`src/rtl/operand_stream_reader.sv`:
```
// Operand stream reader: walks an N x N row-major matrix held in the operand
// register file and presents it as a valid/ready element stream. The walk is
// row-major, or column-major when transposed. Read data returns one cycle
// after the address. A 2-entry FIFO absorbs consumer stalls.
module operand_stream_reader #(
   parameter int DATA_WIDTH = 32,
   parameter int ADDR_WIDTH = 4,
   parameter int MAX_DIM    = 4,
   parameter int DIM_WIDTH  = 3
) (
   input  logic                  clk_i,
   input  logic                  rst_ni,
   input  logic                  start_i,
   input  logic [DIM_WIDTH-1:0]  dim_i,
   input  logic                  transpose_i,
   output logic [ADDR_WIDTH-1:0] addr_o,
   input  logic [DATA_WIDTH-1:0] rd_data_i,
   output logic [DATA_WIDTH-1:0] data_o,
   output logic                  valid_o,
   input  logic                  ready_i,
   output logic                  row_last_o,
   output logic                  last_o,
   output logic                  busy_o,
   output logic                  done_o
);

   typedef enum logic [1:0] {S_IDLE, S_ISSUE, S_DRAIN} state_t;

   localparam logic [ADDR_WIDTH-1:0] PITCH     = ADDR_WIDTH'(MAX_DIM);
   localparam logic [DIM_WIDTH-1:0]  DIM_LIMIT = DIM_WIDTH'(MAX_DIM);

   state_t                 state_q, state_d;
   logic [DIM_WIDTH-1:0]   n_q, i_q, j_q, dim_clamped;
   logic                   transpose_q;
   logic                   issue, pop, push, done_d;
   logic                   j_wrap, last_elem;
   logic [2:0]             occ_after;
   logic [DIM_WIDTH-1:0]   row_sel, col_sel;

   // Return path: read issued in p0, data and tags land in p1
   logic                   vld_p1, row_last_p1, last_p1;

   // 2-entry elastic buffer
   logic [DATA_WIDTH-1:0]  fifo_data [2];
   logic                   fifo_rl   [2];
   logic                   fifo_last [2];
   logic                   wr_ptr_q, rd_ptr_q;
   logic [1:0]             count_q;
   logic                   done_q;

   assign dim_clamped = (dim_i > DIM_LIMIT) ? DIM_LIMIT : dim_i;
   assign j_wrap      = (j_q == n_q - DIM_WIDTH'(1));
   assign last_elem   = j_wrap && (i_q == n_q - DIM_WIDTH'(1));

   // Transposed walk swaps the roles of the counters in the address
   assign row_sel = transpose_q ? j_q : i_q;
   assign col_sel = transpose_q ? i_q : j_q;
   assign addr_o  = ADDR_WIDTH'(row_sel) * PITCH + ADDR_WIDTH'(col_sel);

   assign valid_o    = (count_q != 2'd0);
   assign pop        = valid_o & ready_i;
   assign push       = vld_p1;
   assign data_o     = valid_o ? fifo_data[rd_ptr_q] : '0;
   assign row_last_o = valid_o & fifo_rl[rd_ptr_q];
   assign last_o     = valid_o & fifo_last[rd_ptr_q];
   assign busy_o     = (state_q != S_IDLE);
   assign done_o     = done_q;

   // Occupancy seen by the issue rule, crediting a pop happening this cycle
   assign occ_after = {1'b0, count_q} + {2'b00, vld_p1} - {2'b00, pop};

   // State register
   always_ff @(posedge clk_i or negedge rst_ni) begin
      if (!rst_ni) state_q <= S_IDLE;
      else         state_q <= state_d;
   end

   // Next-state, issue and completion decode
   always_comb begin
      state_d = state_q;
      issue   = 1'b0;
      done_d  = 1'b0;
      case (state_q)
         S_IDLE: begin
            if (start_i) begin
               if (dim_clamped == '0) done_d  = 1'b1;
               else                   state_d = S_ISSUE;
            end
         end
         S_ISSUE: begin
            issue = (occ_after < 3'd2);
            if (issue && last_elem) state_d = S_DRAIN;
         end
         S_DRAIN: begin
            if (pop && fifo_last[rd_ptr_q]) begin
               state_d = S_IDLE;
               done_d  = 1'b1;
            end
         end
         default: state_d = S_IDLE;
      endcase
   end

   // Walk counters and latched walk configuration
   always_ff @(posedge clk_i or negedge rst_ni) begin
      if (!rst_ni) begin
         n_q         <= '0;
         transpose_q <= 1'b0;
         i_q         <= '0;
         j_q         <= '0;
      end else begin
         if (state_q == S_IDLE && start_i) begin
            n_q         <= dim_clamped;
            transpose_q <= transpose_i;
         end
         if (issue) begin
            if (j_wrap) begin
               j_q <= '0;
               i_q <= last_elem ? '0 : i_q + DIM_WIDTH'(1);
            end else begin
               j_q <= j_q + DIM_WIDTH'(1);
            end
         end
      end
   end

   // Stage p0 -> p1: tags travel alongside the outstanding read
   always_ff @(posedge clk_i or negedge rst_ni) begin
      if (!rst_ni) begin
         vld_p1      <= 1'b0;
         row_last_p1 <= 1'b0;
         last_p1     <= 1'b0;
         done_q      <= 1'b0;
      end else begin
         vld_p1      <= issue;
         row_last_p1 <= issue & j_wrap;
         last_p1     <= issue & last_elem;
         done_q      <= done_d;
      end
   end

   // Buffer pointers and occupancy
   always_ff @(posedge clk_i or negedge rst_ni) begin
      if (!rst_ni) begin
         wr_ptr_q <= 1'b0;
         rd_ptr_q <= 1'b0;
         count_q  <= 2'd0;
      end else begin
         if (push) wr_ptr_q <= ~wr_ptr_q;
         if (pop)  rd_ptr_q <= ~rd_ptr_q;
         count_q <= count_q + {1'b0, push} - {1'b0, pop};
      end
   end

   // Stage p1 -> buffer: storage is not reset, outputs are gated by valid_o
   always_ff @(posedge clk_i) begin
      if (push) begin
         fifo_data[wr_ptr_q] <= rd_data_i;
         fifo_rl[wr_ptr_q]   <= row_last_p1;
         fifo_last[wr_ptr_q] <= last_p1;
      end
   end

endmodule

```
`config.mk`:
```
export PLATFORM = sky130hd
export DESIGN_NAME = operand_stream_reader
export DESIGN_NICKNAME = d
export VERILOG_FILES = /design/src/rtl/operand_stream_reader.sv
export SDC_FILE = /design/constraint.sdc
export NUM_CORES = 1
export LEC_CHECK = 0
export ABC_AREA = 1
export BUFFER_PORTS_ARGS = -buffer_cell sky130_fd_sc_hd__buf_2
export CAP_MARGIN = 10
export CORE_ASPECT_RATIO = 1.75
export CORE_MARGIN = 3
export CORE_UTILIZATION = 55
export DETAILED_ROUTE_END_ITERATION = 10
export PLACE_DENSITY = 0.85
export SYNTH_ARGS = -nofsm -noshare
export SYNTH_HDL_FRONTEND = slang
export SYNTH_SLANG_ARGS = --single-unit
```
`constraint.sdc`:
```
create_clock -name clk_i -period 6.9 [get_ports clk_i]
set_input_delay 1.38 -clock clk_i [delete_from_list [all_inputs] [get_ports clk_i]]
set_output_delay 1.38 -clock clk_i [all_outputs]
set_load 0.02 [all_outputs]
```
[Word-level counts from Yosys, hierarchy flattened]
Memory sizes are Yosys's and may differ from the RTL's.
Index checks and enable logic that the tools add are counted.
Word-level totals
  flip-flop bits (word level): 20
  memory bits (writable): 68
  input port bits: 40
  output and inout bits: 41
  logic and storage cells: 68
  memories: 3
Operators by class
  add/subtract/negate cells: 8
  order comparisons: 2
  equality and inequality tests: 8
  multiplexer cells: 18
  bitwise logic cells: 7
  reductions and logical operators: 10
Memories
  fifo_data: words 2, width 32, rd ports 1, clocked after Yosys merged registers in 0, wr ports 1, line 44  | logic [DATA_WIDTH-1:0] fifo_data [2];
  fifo_last: words 2, width 1, rd ports 1, clocked after Yosys merged registers in 0, wr ports 1, line 46  | logic fifo_last [2];
  fifo_rl: words 2, width 1, rd ports 1, clocked after Yosys merged registers in 0, wr ports 1, line 45  | logic fifo_rl [2];
Operator list (count)
  $mux W32: 1
  $mux W3: 4
  $mux W2: 5
  $ne A2 B2 Y1 const B: 4
  $add A3 B1 Y3 const B: 2
  $eq A3 B3 Y1: 2
  $mux W1: 6
  $pmux W2 S3: 1
  $and A1 B1 Y1: 5
  $add A4 B3 Y4: 1
  $logic_and A1 B1 Y1: 4
  $reduce_and A4 Y1: 1
  $reduce_bool A2 Y1: 2
  $add A2 B1 Y3: 1
  $gt A3 B3 Y1 const B: 1
  $logic_not A3 Y1: 1
  $lt A3 B2 Y1 const B: 1
  $sub A3 B1 Y3: 1
  $sub A3 B1 Y3 const B: 1
  $add A2 B1 Y2: 1
  $eq A2 B1 Y1 const B: 1
  $eq A2 B2 Y1 const B: 1
  $logic_not A2 Y1: 1
  $not A1 Y1: 2
  other kinds (3): 3

[Longest topological paths before layout]
Gate-level depths: netlist of run 1.
  depth in word-level cells: 7
  gate-level depth with buffers: 15
  mapped depth without buffers: 15

[Worst setup path after synthesis of run 1]
No wires, ideal clock.
  path kind: in2reg
  start: in ready_i
  end: reg i_q[0]
  setup time: 113 ps
  data arrival time: 2912 ps
  required time: 6787 ps
  path slack: 3875 ps
  stages on the path: 14
  buffers on the path: 0
  cell sequence: inv_1 nor2_1 nand2_1 o21ai_0 ha_1 fa_1 nor2_1 nand2_2 inv_2 nand2_2 nor2_4 nand2_1 nand2_1 inv_1
On the way
  word-level cells in the longest chain between the ends: 5
Ends and longest elaborated chain
  from (decl): line 20  | input logic ready_i,
  $and A1 B1 Y1: line 61  | assign pop = valid_o & ready_i;
  $sub A3 B1 Y3: line 70  | assign occ_after = {1'b0, count_q} + {2'b00, vld_p1} - {2'b00, pop};
  named net occ_after[1]: line 37  | logic [2:0] occ_after;
  $lt A3 B2 Y1: line 91  | issue = (occ_after < 3'd2);
  $mux W1: line 83  | case (state_q)
  $reduce_and A2 Y1 (no source line)
  to (signal assigned): line 119  | i_q <= last_elem ? '0 : i_q + DIM_WIDTH'(1);
  to (decl): line 33  | logic [DIM_WIDTH-1:0] n_q, i_q, j_q, dim_clamped;
The timed path passes the listed nets, and every way through them passes these cells.
A chain may end at the register's enable or synchronous reset.

[Worst setup path in the final report of run 1]
  start: reg count_q[1]
  end: out last_o
On the way
  word-level cells in the longest chain between the ends: 2
Ends and longest elaborated chain
  from (decl): line 48  | logic [1:0] count_q;
  from (signal assigned): line 151  | count_q <= count_q + {1'b0, push} - {1'b0, pop};
  $reduce_bool A2 Y1: line 60  | assign valid_o = (count_q != 2'd0);
  $and A1 B1 Y1: line 65  | assign last_o = valid_o & fifo_last[rd_ptr_q];
  to (decl): line 22  | output logic last_o,
Every way passes these cells.

==> results_dict.tcl, run 1 <==
set metrics [dict create \
    worst_path_largest_cell_delay_ns 0.61 \
    detail_route.wirelength_um 7850 \
    drive_above_1_share 0.273 \
    timing.max_slew.rel_slack 0.354 \
    netlist_area_mm2 0.00373 \
    floorplan_die_height_um 115 \
    post_synth_num_cell_types 25 \
    power_density_mw_per_mm2 501 \
    clk_transition_reported_paths_ns 0.06 \
    final-hold-violation-count 0 \
    detail_route.drc_violations 0 \
    min_path_type "reg2reg" \
    starting_density_of_the_core 0.570 \
    worst_ep_required_time_ns 5.52 \
    layout.cells.most_common_list "115 x sky130_fd_sc_hd__nand2_1, 80 x sky130_fd_sc_hd__buf_2, 68 x sky130_fd_sc_hd__edfxtp_1" \
    timing.critical_path.arrival_ns 2.04 \
    worst_skew_pair.late_latency_ns 0.33 \
    timing.final.setup_violations 0 \
    area_growth_syn_to_layout_pct 21.2 \
    ctsHtreeMaxLevel 3 \
    synthesis.instances 340 \
    post_drt_via_cell_ratio 5.30 \
    timing.setup.critical_path_class "reg2out" \
    globalRouteOverflowTotal 0 \
    cts-resized-gates 0 \
    timing_worst_slew_pin_value_ns 0.967 \
    io_pins 81 \
    power.leakage_nw 2.02 \
    design.die.area_mm2 0.00784 \
    clock_tree.root_cell "sky130_fd_sc_hd__clkbuf_16" \
    clkSinkCount 88 \
    violation_count_after_the_first_detailed_routing_iteration 164 \
    postSynth.topFlopCell "sky130_fd_sc_hd__edfxtp_1" \
    floorplan.rows 39 \
    cts_inserted_buffers 9 \
    first_global_vias 2653 \
    worstPathBufferInverterCount 2 \
    status "finished, final reports clean" \
    antenna_violating_nets_post_route 0 \
    cts-hold-fix-buffers 0 \
    syn_avg_cell_area_um2 11.0 \
    layout.core_utilization 0.691 \
    routed_wire_length_per_instance_um 15.4 \
    synthArstFlopShare 0.227 \
    crit_path_max_fanout 19 \
    cell_family_with_most_cp_delay "simple AND/OR/NAND/NOR gates" \
    synth_edf_count 68 \
    yosysWarnings 0 \
    grt_setup_unrepaired "no" \
    maxCapViolCount 0 \
    post_synthesis_register_bit_count 88 \
    cts_tree "yes" \
    place_congestion 0.944 \
    fin_setup_tns_ns 0 \
    chipWidth_um 68.3 \
    grt_start_max_net_pins 36 \
    final.period_utilization 0.496 \
    placement.io_buffers 80 \
    yosysSeqAreaShare 0.682 \
    drt_pre_antenna_iters 4 \
    most_frequent_standard_cell_in_the_layout_excluding_fill_and_tap_cells "sky130_fd_sc_hd__nand2_1" \
    final_net_count 469 \
    peakVddDrop_uv 319 \
    ff2ff_setup_slack_ns 3.89 \
    via_count 2701 \
    hpwl_um 5230 \
    end_kind "output pin" \
    grt_first_pass_wirelength_um 12100 \
    worstPathCellList "nor2_2 -> buf_4 -> a21oi_1 -> buf_2" \
    max_clock_freq_mhz 292 \
    timing.critical_path.slowest_stage_cell "sky130_fd_sc_hd__nor2_2" \
    maxSlewViolCount 0 \
    buffers_inserted_during_post_cts_setup_optimization 0 \
    grt_usage 0.213 \
    synthesis.nets 386 \
    core_region_area_mm2 0.00654 \
    antenna_found_initial 0 \
    ctsLongestPathBuffers 2 \
    worst_clock_skew_ns 0.00460 \
    worst_setup_path_start_kind "flip-flop" \
    num_antenna_cells 0 \
    layout_min_cycle_time_ns 3.42 \
]
-- through the flow --
step / hold WS [ns] / setup WS (ns) / area, um2 / power, mW / std cells
after global placement: 0.425 / 3.70 / 4220 / 1.74 / 494
final: 0.447 / 3.48 / 4520 / 2.27 / 510
after CTS: 0.440 / 3.47 / 4520 / 2.27 / 510
after floorplan: 0.420 / 3.87 / 3730 / 1.48 / 340
after global routing: 0.449 / 3.32 / 4520 / 2.41 / 510
after detailed placement: 0.428 / 3.56 / 4220 / 1.78 / 494
-- synth_stat cells (2+ instances only) --
master	number	share of area
sky130_fd_sc_hd__nor2_4	2	0.0060
sky130_fd_sc_hd__o22ai_1	3	0.0050
sky130_fd_sc_hd__buf_2	4	0.0054
sky130_fd_sc_hd__buf_1	2	0.0020
sky130_fd_sc_hd__nand2_1	115	0.12
sky130_fd_sc_hd__nor2_2	3	0.0050
sky130_fd_sc_hd__o21ai_1	2	0.0027
sky130_fd_sc_hd__inv_2	5	0.0050
sky130_fd_sc_hd__nand2_2	5	0.0084
sky130_fd_sc_hd__edfxtp_1	68	0.55
sky130_fd_sc_hd__inv_1	25	0.025
sky130_fd_sc_hd__xor2_1	6	0.014
sky130_fd_sc_hd__clkbuf_1	5	0.0050
sky130_fd_sc_hd__o21ai_0	7	0.0094
sky130_fd_sc_hd__nand3_1	10	0.013
sky130_fd_sc_hd__a21oi_1	36	0.048
sky130_fd_sc_hd__dfrtp_1	20	0.13
sky130_fd_sc_hd__nor2_1	11	0.011
sky130_fd_sc_hd__ha_1	5	0.017
-- final cells by class --
| cell class | count | area, um2 |
|---|---|---|
| sequential | 88 | 2540 |
| fill | 504 | 2020 |
| tap | 82 | 103 |
| clock buffer | 9 | 225 |
| multi-input combinational | 211 | 1040 |
| inverter | 30 | 113 |
| timing repair buffer | 83 | 423 |
| clock inverter | 7 | 77.6 |
-- flip-flops by register name, indices dropped and copies added, names as in the netlist --
register / count
n_q: 3
push: 1
done_o: 1
row_last_p1: 1
wr_ptr_q: 1
j_q: 3
fifo_rl: 2
count_q: 2
fifo_last: 2
i_q: 3
fifo_data: 64
rd_ptr_q: 1
state_q: 2
last_p1: 1
transpose_q: 1
-- kinds of logic after synthesis --
family	after synthesis	synth area share
simple gates	150	0.172
flops	88	0.682
compound gates	48	0.0654
buf+inv	41	0.0426
xor+xnor	7	0.0164
fa+ha+maj	6	0.0221
-- worst register-to-register path: cells and delay by family, from the launching register on --
| family | cells | cell delay (ns) |
|---|---|---|
| simple gates | 9 | 1.56 |
| fa+ha+maj | 2 | 0.68 |
| compound gates | 1 | 0.10 |
| flops | 1 | 0.43 |
| buf+inv | 2 | 0.13 |
-- where the power goes --
part	internal (mW)	total, mW	switching (mW)	leakage (nW)
clock network	0.284	0.484	0.200	0.147
logic	0.301	0.997	0.696	1.00
registers	0.710	0.784	0.0741	0.870
-- final timing paths --
check	from	to	depth (start not counted)
worst max-delay path	count_q[1]	last_o	4
worst max register to register	count_q[1]	i_q[0]	14
worst min register to register	row_last_p1	fifo_rl[1]	0
worst min-delay path	row_last_p1	fifo_rl[1]	0
max in group asynchronous	rst_ni	j_q[0]	1
min in group asynchronous	rst_ni	count_q[0]	1
-- per-layer routing --
layer	vias to the layer above	part of all wire	GRT usage
met2	103	0.55	0.377
met5	-	0	0
met4	0	0.022	0.102
met1	1284	0.37	0.235
li1	1295	-	-
met3	19	0.057	0.0440
(Power assumes the default switching activity.)
==> run 2, diff against run 1 <==
CORE_UTILIZATION = 54   (was 55)
PLACE_DENSITY = 0.83   (was 0.85)
clock period = 3.32 ns   (was 6.9 ns; I/O delays follow)
==> run 2 against run 1 <==
Final cell count is the same. Wire length fell by 8.3%. Worst setup slack got worse by 2.5 ns. Sequential cell count stayed put. Clock power is 130% higher. Critical endpoint unchanged.
==> results_dict.tcl, run 2 (synthesis results as in run 1) <==
set metrics [dict create \
    registers.top_by_ff_count "fifo_data" \
    timing.max_slew.rel_slack 0.357 \
    place_congestion 0.888 \
    drt_pre_antenna_iters 4 \
    timing.critical_path.slowest_stage_cell "sky130_fd_sc_hd__inv_2" \
    worst_setup_path_start_kind "flip-flop" \
    design.die.area_mm2 0.00798 \
    clkSinkCount 88 \
    via_count 2629 \
    grt_usage 0.194 \
    globalRouteOverflowTotal 0 \
    timing.rr.start "count_q[1]" \
    timing.setup.critical_path_class "reg2out" \
    post_drt_via_cell_ratio 5.15 \
    min_path_type "in2async" \
    starting_density_of_the_core 0.562 \
    layout.cells.most_common_list "115 x sky130_fd_sc_hd__nand2_1, 80 x sky130_fd_sc_hd__buf_2, 68 x sky130_fd_sc_hd__edfxtp_1" \
    grt_first_pass_wirelength_um 11100 \
    setup_ws_ns 0.957 \
    power_density_mw_per_mm2 1040 \
    clk_transition_reported_paths_ns 0.06 \
    placement.io_buffers 80 \
    first_global_vias 2504 \
    timing.rr.end "i_q[0]" \
    clock_tree.root_cell "sky130_fd_sc_hd__clkbuf_16" \
    detail_route.drc_violations 0 \
    cts-resized-gates 0 \
    num_antenna_cells 0 \
    floorplan.rows 39 \
    end_kind "output pin" \
    worstPathCellList "inv_2 -> nand2_1 -> a21oi_1 -> buf_2" \
    cts-hold-fix-buffers 0 \
    routed_wire_length_per_instance_um 14.1 \
    maxCapViolCount 0 \
    max_clock_freq_mhz 423 \
    worst_clock_skew_ns 0.00583 \
    post-route-cell-area_mm2 0.00455 \
    detail_route.wirelength_um 7200 \
    timing.final.setup_violations 0 \
    reg2regPathDepth 14 \
    peakVddDrop_uv 876 \
    antenna_violating_nets_post_route 0 \
    place_area_mm2 0.00422 \
    status "finished, final reports clean" \
    io_pins 81 \
    chipWidth_um 68.8 \
    cts_inserted_buffers 9 \
    hpwl_um 4950 \
    cts_tree "yes" \
    final-hold-violation-count 0 \
    core_region_area_mm2 0.00664 \
    maxSlewViolCount 0 \
    ctsLongestPathBuffers 2 \
    final_net_count 469 \
    ff2ff_setup_slack_ns 1.01 \
    ctsHtreeMaxLevel 3 \
    grt_start_max_net_pins 36 \
    area_growth_syn_to_layout_pct 22.0 \
    timing_worst_slew_pin_value_ns 0.962 \
    most_frequent_standard_cell_in_the_layout_excluding_fill_and_tap_cells "sky130_fd_sc_hd__nand2_1" \
    final.period_utilization 0.712 \
    worst_path_largest_cell_delay_ns 0.43 \
    worst_skew_pair.late_latency_ns 0.33 \
    crit_path_max_fanout 34 \
    violation_count_after_the_first_detailed_routing_iteration 212 \
    timing.critical_path.arrival_ns 1.70 \
    placement.setup.worst_slack_ns 0.677 \
    number_of_flip_flops_in_the_largest_register 64 \
    layout_min_cycle_time_ns 2.36 \
    worst_ep_required_time_ns 2.66 \
    fin_setup_tns_ns 0 \
    drive_above_1_share 0.266 \
    floorplan_die_height_um 116 \
    power.leakage_nw 2.03 \
    grt_setup_unrepaired "no" \
    antenna_found_initial 0 \
    buffers_inserted_during_post_cts_setup_optimization 0 \
]
-- run 2: worst max-delay path, delay by kind of cell (launching register included) --
| kind | cells | cell delay (ns) |
|---|---|---|
| AO/OA/AOI/OAI | 1 | 0.24 |
| buffers and inverters | 2 | 0.64 |
| flip-flops | 1 | 0.38 |
| AND/OR/NAND/NOR | 1 | 0.10 |
-- run 2: worst max-delay path by stage --
stage	slack, ns	to	cells past startpoint	startpoint
CTS	0.92	last_o	4	rd_ptr_q
floorplan	1.01	i_q[0]	14	ready_i
detailed placement	0.68	i_q[0]	15	ready_i
finish	0.96	last_o	4	rd_ptr_q
global route	0.80	last_o	4	rd_ptr_q
global placement	0.83	i_q[0]	15	ready_i
-- run 2: metrics by stage --
stage / instances / hold WS, ns / util / power [mW]
floorplan: 340 / 0.368 / - / 3.08
global placement: 494 / 0.424 / 0.635 / 3.61
detailed placement: 494 / 0.437 / 0.635 / 3.67
CTS: 510 / 0.275 / 0.686 / 4.78
global route: 510 / 0.286 / 0.686 / 5.08
finish: 510 / 0.273 / 0.686 / 4.73
-- run 2: final cells by class --
type / instances / area [um2]
Timing Repair Buffer: 83 / 423
Clock buffer: 14 / 275
Multi-Input combinational cell: 211 / 1040
Inverter: 30 / 113
Fill cell: 502 / 2080
Sequential cell: 88 / 2540
Tap cell: 82 / 103
Clock inverter: 2 / 60.1
-- run 2: per-layer routing --
layer,up-vias,track usage,routed length [um]
li1,1300,-,-
met5,-,0,0
met3,15,0.0524,312
met4,0,0.0990,176
met1,1240,0.206,2640
met2,74,0.340,4070
-- run 2: power by group --
part	internal [mW]	switching [mW]	leakage [nW]
sequential	1.48	0.145	0.870
clock	0.726	0.368	0.162
combinational	0.620	1.39	1.00
